`config.mk`:
```
export PLATFORM = sky130hd
export DESIGN_NAME = uart_tx
export DESIGN_NICKNAME = d
export VERILOG_FILES = /design/src/rtl/uart_tx.sv
export SDC_FILE = /design/constraint.sdc
export NUM_CORES = 1
export LEC_CHECK = 0
export ABC_CLOCK_PERIOD_IN_PS = 2800
export CORE_MARGIN = 2
export CORE_UTILIZATION = 55
export CTS_CLUSTER_SIZE = 10
export DETAILED_ROUTE_END_ITERATION = 6
export DONT_BUFFER_PORTS = 1
export PLACE_DENSITY = 0.7
export SETUP_SLACK_MARGIN = 0.05
export SYNTH_ARGS = -nofsm -noshare
export SYNTH_HDL_FRONTEND = slang
export SYNTH_SLANG_ARGS = --single-unit
```
`constraint.sdc`:
```
create_clock -name clk_in -period 2.8 [get_ports clk_in]
set_input_delay 0.56 -clock clk_in [delete_from_list [all_inputs] [get_ports clk_in]]
set_output_delay 0.56 -clock clk_in [all_outputs]
set_load 0.02 [all_outputs]
```
`src/rtl/uart_tx.sv`:
```
// UART transmitter: a small input FIFO feeds a frame serialiser. Each frame is a start bit,
// DATA_BITS data bits sent LSB first, an optional parity bit and STOP_BITS stop bits.
module uart_tx #(
  parameter int    DATA_BITS    = 8,
  parameter string PARITY       = "NONE",
  parameter int    STOP_BITS    = 1,
  parameter int    BAUD_DIVIDER = 65535,
  parameter int    FIFO_DEPTH   = 4
) (
  input  logic                        clk_in,
  input  logic                        reset,
  input  logic [7:0]                  data,
  input  logic                        valid,
  output logic                        ready,
  output logic                        busy,
  output logic [$clog2(FIFO_DEPTH):0] fifo_level,
  output logic                        txd_out
);

  localparam int AW       = $clog2(FIFO_DEPTH);
  localparam bit PAR_EN   = (PARITY != "NONE");
  localparam bit PAR_INIT = (PARITY == "ODD");

  typedef enum logic [2:0] {S_IDLE, S_START, S_DATA, S_PARITY, S_STOP} state_t;

  logic [7:0]           mem [FIFO_DEPTH];
  logic [AW-1:0]        wr_ptr, rd_ptr;
  logic [AW:0]          count;
  logic                 push, pop, empty;
  logic [DATA_BITS-1:0] head;

  assign ready      = (count != (AW+1)'(FIFO_DEPTH));
  assign empty      = (count == '0);
  assign push       = valid && ready;
  assign fifo_level = count;
  assign head       = mem[rd_ptr][DATA_BITS-1:0];

  always_ff @(posedge clk_in or posedge reset) begin
    if (reset) begin
      wr_ptr <= '0;
      rd_ptr <= '0;
      count  <= '0;
    end else begin
      if (push) wr_ptr <= wr_ptr + 1'b1;
      if (pop)  rd_ptr <= rd_ptr + 1'b1;
      case ({push, pop})
        2'b10:   count <= count + 1'b1;
        2'b01:   count <= count - 1'b1;
        default: count <= count;
      endcase
    end
  end

  // Storage needs no reset: the pointers and count define what is valid.
  always_ff @(posedge clk_in) begin
    if (push) mem[wr_ptr] <= data;
  end

  state_t               state, state_nxt;
  logic [15:0]          div_cnt;
  logic                 bit_end;
  logic [2:0]           bit_cnt, bit_cnt_nxt;
  logic [DATA_BITS-1:0] sh, sh_nxt;
  logic                 par, par_nxt, txd_nxt;

  assign bit_end = (div_cnt == 16'(BAUD_DIVIDER - 1));
  assign busy    = (state != S_IDLE);

  always_comb begin
    state_nxt   = state;
    bit_cnt_nxt = bit_cnt;
    sh_nxt      = sh;
    par_nxt     = par;
    pop         = 1'b0;
    txd_nxt     = 1'b1;
    case (state)
      S_IDLE: begin
        if (!empty) begin
          pop       = 1'b1;
          sh_nxt    = head;
          par_nxt   = PAR_INIT ^ (^head);
          state_nxt = S_START;
        end
      end
      S_START: begin
        if (bit_end) begin
          state_nxt   = S_DATA;
          bit_cnt_nxt = '0;
        end
      end
      S_DATA: begin
        if (bit_end) begin
          sh_nxt = sh >> 1;
          if (bit_cnt == 3'(DATA_BITS - 1)) begin
            bit_cnt_nxt = '0;
            state_nxt   = PAR_EN ? S_PARITY : S_STOP;
          end else begin
            bit_cnt_nxt = bit_cnt + 1'b1;
          end
        end
      end
      S_PARITY: begin
        if (bit_end) begin
          state_nxt   = S_STOP;
          bit_cnt_nxt = '0;
        end
      end
      S_STOP: begin
        if (bit_end) begin
          if (bit_cnt == 3'(STOP_BITS - 1)) begin
            // A pending word chains straight into the next start bit with no idle gap.
            if (!empty) begin
              pop       = 1'b1;
              sh_nxt    = head;
              par_nxt   = PAR_INIT ^ (^head);
              state_nxt = S_START;
            end else begin
              state_nxt = S_IDLE;
            end
          end else begin
            bit_cnt_nxt = bit_cnt + 1'b1;
          end
        end
      end
      default: state_nxt = S_IDLE;
    endcase
    case (state_nxt)
      S_START:  txd_nxt = 1'b0;
      S_DATA:   txd_nxt = sh_nxt[0];
      S_PARITY: txd_nxt = par_nxt;
      default:  txd_nxt = 1'b1;
    endcase
  end

  always_ff @(posedge clk_in or posedge reset) begin
    if (reset) begin
      state   <= S_IDLE;
      bit_cnt <= '0;
      sh      <= '0;
      par     <= 1'b0;
      div_cnt <= '0;
      txd_out <= 1'b1;
    end else begin
      state   <= state_nxt;
      bit_cnt <= bit_cnt_nxt;
      sh      <= sh_nxt;
      par     <= par_nxt;
      div_cnt <= (state == S_IDLE || bit_end) ? '0 : div_cnt + 1'b1;
      txd_out <= txd_nxt;
    end
  end

endmodule

```
After elaboration in Yosys (flattened, before gate mapping)
Memory sizes are Yosys's and may differ from the RTL's.
Cells that the tools add are included.
W data, S select, Z words.

operators by class
  add/sub/neg operators = 6
  equality and inequality tests = 17
  multiplexer cells = 33
  reduce and logical (&&, ||, !) cells = 13

operators by type and width
  cell                     number
  $mux W3                  12
  $mux W8                  4
  $pmux W8 S3              1
  $add A16 B1 Y16 const B  1
  $eq A16 B16 Y1 const B   1
  $mux W16                 1
  $pmux W3 S5              1
  $eq A3 B2 Y1 const B     4
  $logic_not A3 Y1         3
  $mux W1                  9
  $pmux W3 S3              1
  $reduce_bool A3 Y1       3
  $ne A2 B2 Y1 const B     4
  $reduce_xor A8 Y1        1
  $add A3 B1 Y3 const B    2
  $eq A3 B1 Y1 const B     2
  $eq A3 B3 Y1 const B     2
  $pmux W3 S2              1
  $reduce_and A5 Y1        1
  $add A2 B1 Y2 const B    2
  $pmux W1 S2              2
  $reduce_and A4 Y1        1
  $ne A3 B3 Y1 const B     1
  $pmux W1 S3              1
  other kinds (8)          8

word-level totals
  register bits after elaboration = 39
  memory bits (writable) = 32
  input bits = 11
  output and inout port bits = 6
  word-level logic and storage cells = 80
  memories = 1

memory list
  memory  words  width  read ports  clocked after memory_dff  wr ports  line  RTL
  mem     4      8      1           0                         1         26    logic [7:0] mem [FIFO_DEPTH];

Depth between registers and ports, before layout
  word-level depth = 7
  mapped depth = 12

Worst setup path before layout
Ideal clock, no wire load.

  path type = reg2reg
  from = register div_cnt[0]
  to = register count[2] (netlist: fifo_level[2])
  arrival time = 2355 ps
  data required time = 2720 ps
  slack = 366 ps
  stages on the path, launching flop included = 13
  buffers on the path = 0
  cells stage by stage = dfrtp_1 -> inv_1 -> ha_1 -> nand4_1 -> nor4_4 -> a21oi_2 -> nor2_2 -> ha_1 -> inv_1 -> fa_1 -> xor2_1 -> nor2_1 -> xor2_1

on the way
  cells in the longest elaborated chain, start to end = 5
  elaborated cells between the ends (all ways) = 7
  those cells by class = 3 x eq/ne; 3 x mux; 1 x reduce/logical

ends and longest elaborated chain
  element                                                   line  RTL
  start: declaration                                        60    logic [15:0] div_cnt;
  start signal: assignment                                  148   div_cnt <= (state == S_IDLE || bit_end) ? '0 : div_cnt + 1'b1;
  $eq A16 B16 Y1 (*)                                        66    assign bit_end = (div_cnt == 16'(BAUD_DIVIDER - 1));
  $mux W1 (*)                                               109   if (bit_end) begin
  $pmux W1 S2 (*)                                           76    case (state)
  named net pop                                             29    logic push, pop, empty;
  $eq A2 B1 Y1 / $eq A2 B2 Y1 (equally long branches)       46    case ({push, pop})
  $pmux W3 S2 / $reduce_bool A2 Y1 (equally long branches)  -
  end signal: assignment                                    47    2'b10: count <= count + 1'b1;
  end signal: assignment                                    48    2'b01: count <= count - 1'b1;
  end signal: assignment                                    49    default: count <= count;
  end: declaration                                          28    logic [AW:0] count;

The timed path passes the listed nets; every way through them passes the cells marked *.
A chain may end at the register's enable or synchronous reset.

Worst setup path in the final report
Ends and elaborated chain as after synthesis.

==> flow_metrics.env <==
export IMPL_fp_coreArea_um2=5960
export IMPL_p_switching_w=0.00105
export IMPL_portBuffers=0
export IMPL_area_delta_synth_final_pct=8.58
export IMPL_r2r_start="div_cnt[0]"
export IMPL_cts_resized=0
export IMPL_arrival_ns=2.75
export IMPL_post_route_period_util_pct=89.0
export IMPL_drive_above_1_share_pct=15.4
export IMPL_cts_made_buffers=9
export IMPL_crit_path_end_kind="flop"
export IMPL_relSlewSlack_pct=64.3
export IMPL_first_iter_violations=106
export IMPL_gp_congestion=0.953
export IMPL_yosysSeqAreaShare_pct=57.0
export IMPL_hold_viol=0
export IMPL_gr_total_overflow=0
export IMPL_die_x_um=82.6
export IMPL_root_buffer="clkbuf_8"
export IMPL_clkPwrFrac_pct=20.7
export IMPL_synth_enable_flop_cells=32
export IMPL_p_sw_share_pct=32.1
export IMPL_hold_ws_ns=0.0984
export IMPL_wire_per_inst_um=15.3
export IMPL_antenna_left=0
export IMPL_powerDensity_nw_per_um2=889
export IMPL_vdd_drop_max_mv=0.554
export IMPL_critPathRequiredTime_ns=3.06
export IMPL_maxCapViolations=0
export IMPL_synthFlopType="dfrtp_1"
export IMPL_fin_nets=303
export IMPL_via_count=2051
export IMPL_drt_wl_total_um=5520
export IMPL_combPwrFrac_pct=31.8
export IMPL_post_cts_setup_buffer_count=0
export IMPL_ys_seq_elements=71
export IMPL_clk_pin_slew_ns=0.07
export IMPL_pin_count=17
export IMPL_leakage_nw=1.49
export IMPL_antenna_cells=0
export IMPL_rows=28
export IMPL_final_common_cell="dfrtp_1"
export IMPL_status="completed"
export IMPL_hold_class="in -> async"
export IMPL_cts_tree="yes"
export IMPL_die_h_um=82.6
export IMPL_drt_first_pass_iters=4
export IMPL_initial_utilization_pct=57.1
export IMPL_reg2reg_slack_ns=0.31
export IMPL_clock_path_buffers=2
export IMPL_htreeDepth=3
export IMPL_synth_avg_cell_area_um2=12.8
export IMPL_startpoint_type="flop"
export IMPL_drc_errors=0
export IMPL_die_area_um2=6830
export IMPL_fmax_mhz=401
export IMPL_ctsHoldBuffers=0
export IMPL_synth_distinct_cells=53
export IMPL_viasPerCell=5.70
export IMPL_antenna_found_initial=0
export IMPL_skew_ns=0.0106
export IMPL_fin_crit_ns=2.49
export IMPL_path_class="reg -> reg"
export IMPL_final_cell_mix="dfrtp_1, edfxtp_1, nor2_1"
export IMPL_p_int_w=0.00223
export IMPL_fin_setup_tns_ns=0
export IMPL_clk_latency_ns=0.33
export IMPL_pwr_share_seq_pct=47.5
export IMPL_synth_area_um2=3400
export IMPL_place_inst=345
export IMPL_reg2reg_to="fifo_level[2]"
export IMPL_dp_hpwl_um=3940
export IMPL_grt_use_total_pct=18.2
export IMPL_async_reset_ff_share_pct=54.9
export IMPL_fill_cells=475
export IMPL_grt_max_degree=30
export IMPL_grt_pass1_vias=1906
export IMPL_synthCells=266
export IMPL_synth_fp_nets=288
export IMPL_grt_setup_unrepaired="false"
export IMPL_drv_slew=0
export IMPL_worst_pin_slew_ns=0.534
export IMPL_fin_cells=360
export IMPL_clkSinkCount=71
export IMPL_r2r_cells=12
export IMPL_crit_path_max_fanout=6
export IMPL_yosys_warnings=0
export IMPL_setup_violations=0
export IMPL_startpoint="div_cnt[0]"
export IMPL_grt_pass1_wl_um=9000
through the flow:
stage                     setup WS, ns  util (%)  power, W  instance area [um^2]
after floorplan                  0.366         -   0.00242                  3400
after global placement           0.385      59.3   0.00262                  3530
after detailed placement         0.341      59.3   0.00264                  3530
after CTS                        0.317      62.0   0.00333                  3690
after global routing            0.0815      62.0   0.00351                  3690
final                            0.308      62.0   0.00328                  3690
flip-flops by register name, indices dropped and copies added (netlist names):
signal	cells
mem	32
div_cnt	16
sh	8
bit_cnt	3
fifo_level	3
state	3
rd_ptr	2
wr_ptr	2
par	1
txd_out	1
layer usage:
layer | vias to the layer above | global-route usage (%) | share of wire (%)
met5 | - | 0 | 0
met4 | 0 | 8.85 | 0.73
met3 | 6 | 4.78 | 4.2
met2 | 46 | 26.7 | 48
met1 | 1004 | 25.2 | 47
li1 | 995 | - | -
synthesized netlist by cell type, types with 2 or more instances:
cell type	n	area, um^2
nor3_1	2	10.0
nor4_1	2	12.5
nor2b_1	4	25.0
a221o_1	6	60.1
and3_1	5	31.3
xnor2_1	13	114
ha_1	10	125
nand4_1	4	25.0
mux4_2	8	180
nand3_1	12	60.1
clkbuf_1	2	7.51
or2_2	2	12.5
nor3b_1	7	52.6
mux2i_1	2	20.0
nand2_1	18	67.6
nor2_1	28	105
inv_1	15	56.3
xor2_1	14	123
dfrtp_1	38	951
mux2_2	3	33.8
a21oi_1	2	10.0
o21ai_0	5	25.0
edfxtp_1	32	961
nand2b_1	2	12.5
and4_1	2	17.5
layout make-up:
class	instances	area (um^2)	area share (%)
Clock buffer	13	149	4.03
Multi-Input combinational cell	175	1380	37.3
Clock inverter	2	10.0	0.271
Tap cell	75	93.8	2.54
Sequential cell	71	1940	52.5
Inverter	15	56.3	1.53
Timing Repair Buffer	9	67.6	1.83
kinds of logic (layout without fill, tap and decap cells):
kind of cell               count (synthesis)  after routing  share of synthesized area [%]
AOI/OAI and AO/OA                         28             28                           6.96
adders and majority gates                 11             11                           4.27
and+or+nand+nor                           96             96                           15.4
muxes                                     13             13                           6.88
DFF                                       71             71                           57.0
buffers and inverters                     20             39                           2.50
xor gates and xnor gates                  27             27                           6.96
power by group through the flow:
stage          combinational (W)  clock, W  sequential [W]
2_1_floorplan           0.000911         0         0.00151
3_3_place_gp             0.00105         0         0.00157
3_5_place_dp             0.00106         0         0.00158
4_1_cts                  0.00106  0.000702         0.00156
5_1_grt                  0.00118  0.000747         0.00159
6_report                 0.00104  0.000679         0.00156
worst max-delay path, stage by stage (launching register included):
cell     delay [ns]
dfrtp_1        0.42
inv_1          0.07
ha_1           0.16
nand4_1        0.17
nor4_4         0.32
a21oi_2        0.13
nor2_2         0.12
ha_1           0.18
inv_1          0.06
fa_1           0.37
xor2_1         0.15
nor2_1         0.11
xor2_1         0.15
how the worst max path moves through the flow:
stage / endpoint / slack, ns / cells after the start
finish: fifo_level[2] / 0.31 / 12
global route: fifo_level[2] / 0.08 / 12
CTS: fifo_level[2] / 0.32 / 12
detailed placement: fifo_level[2] / 0.34 / 12
global placement: fifo_level[2] / 0.39 / 12
floorplan: fifo_level[2] / 0.37 / 12
No activity file was read; power rests on OpenSTA's default activity.
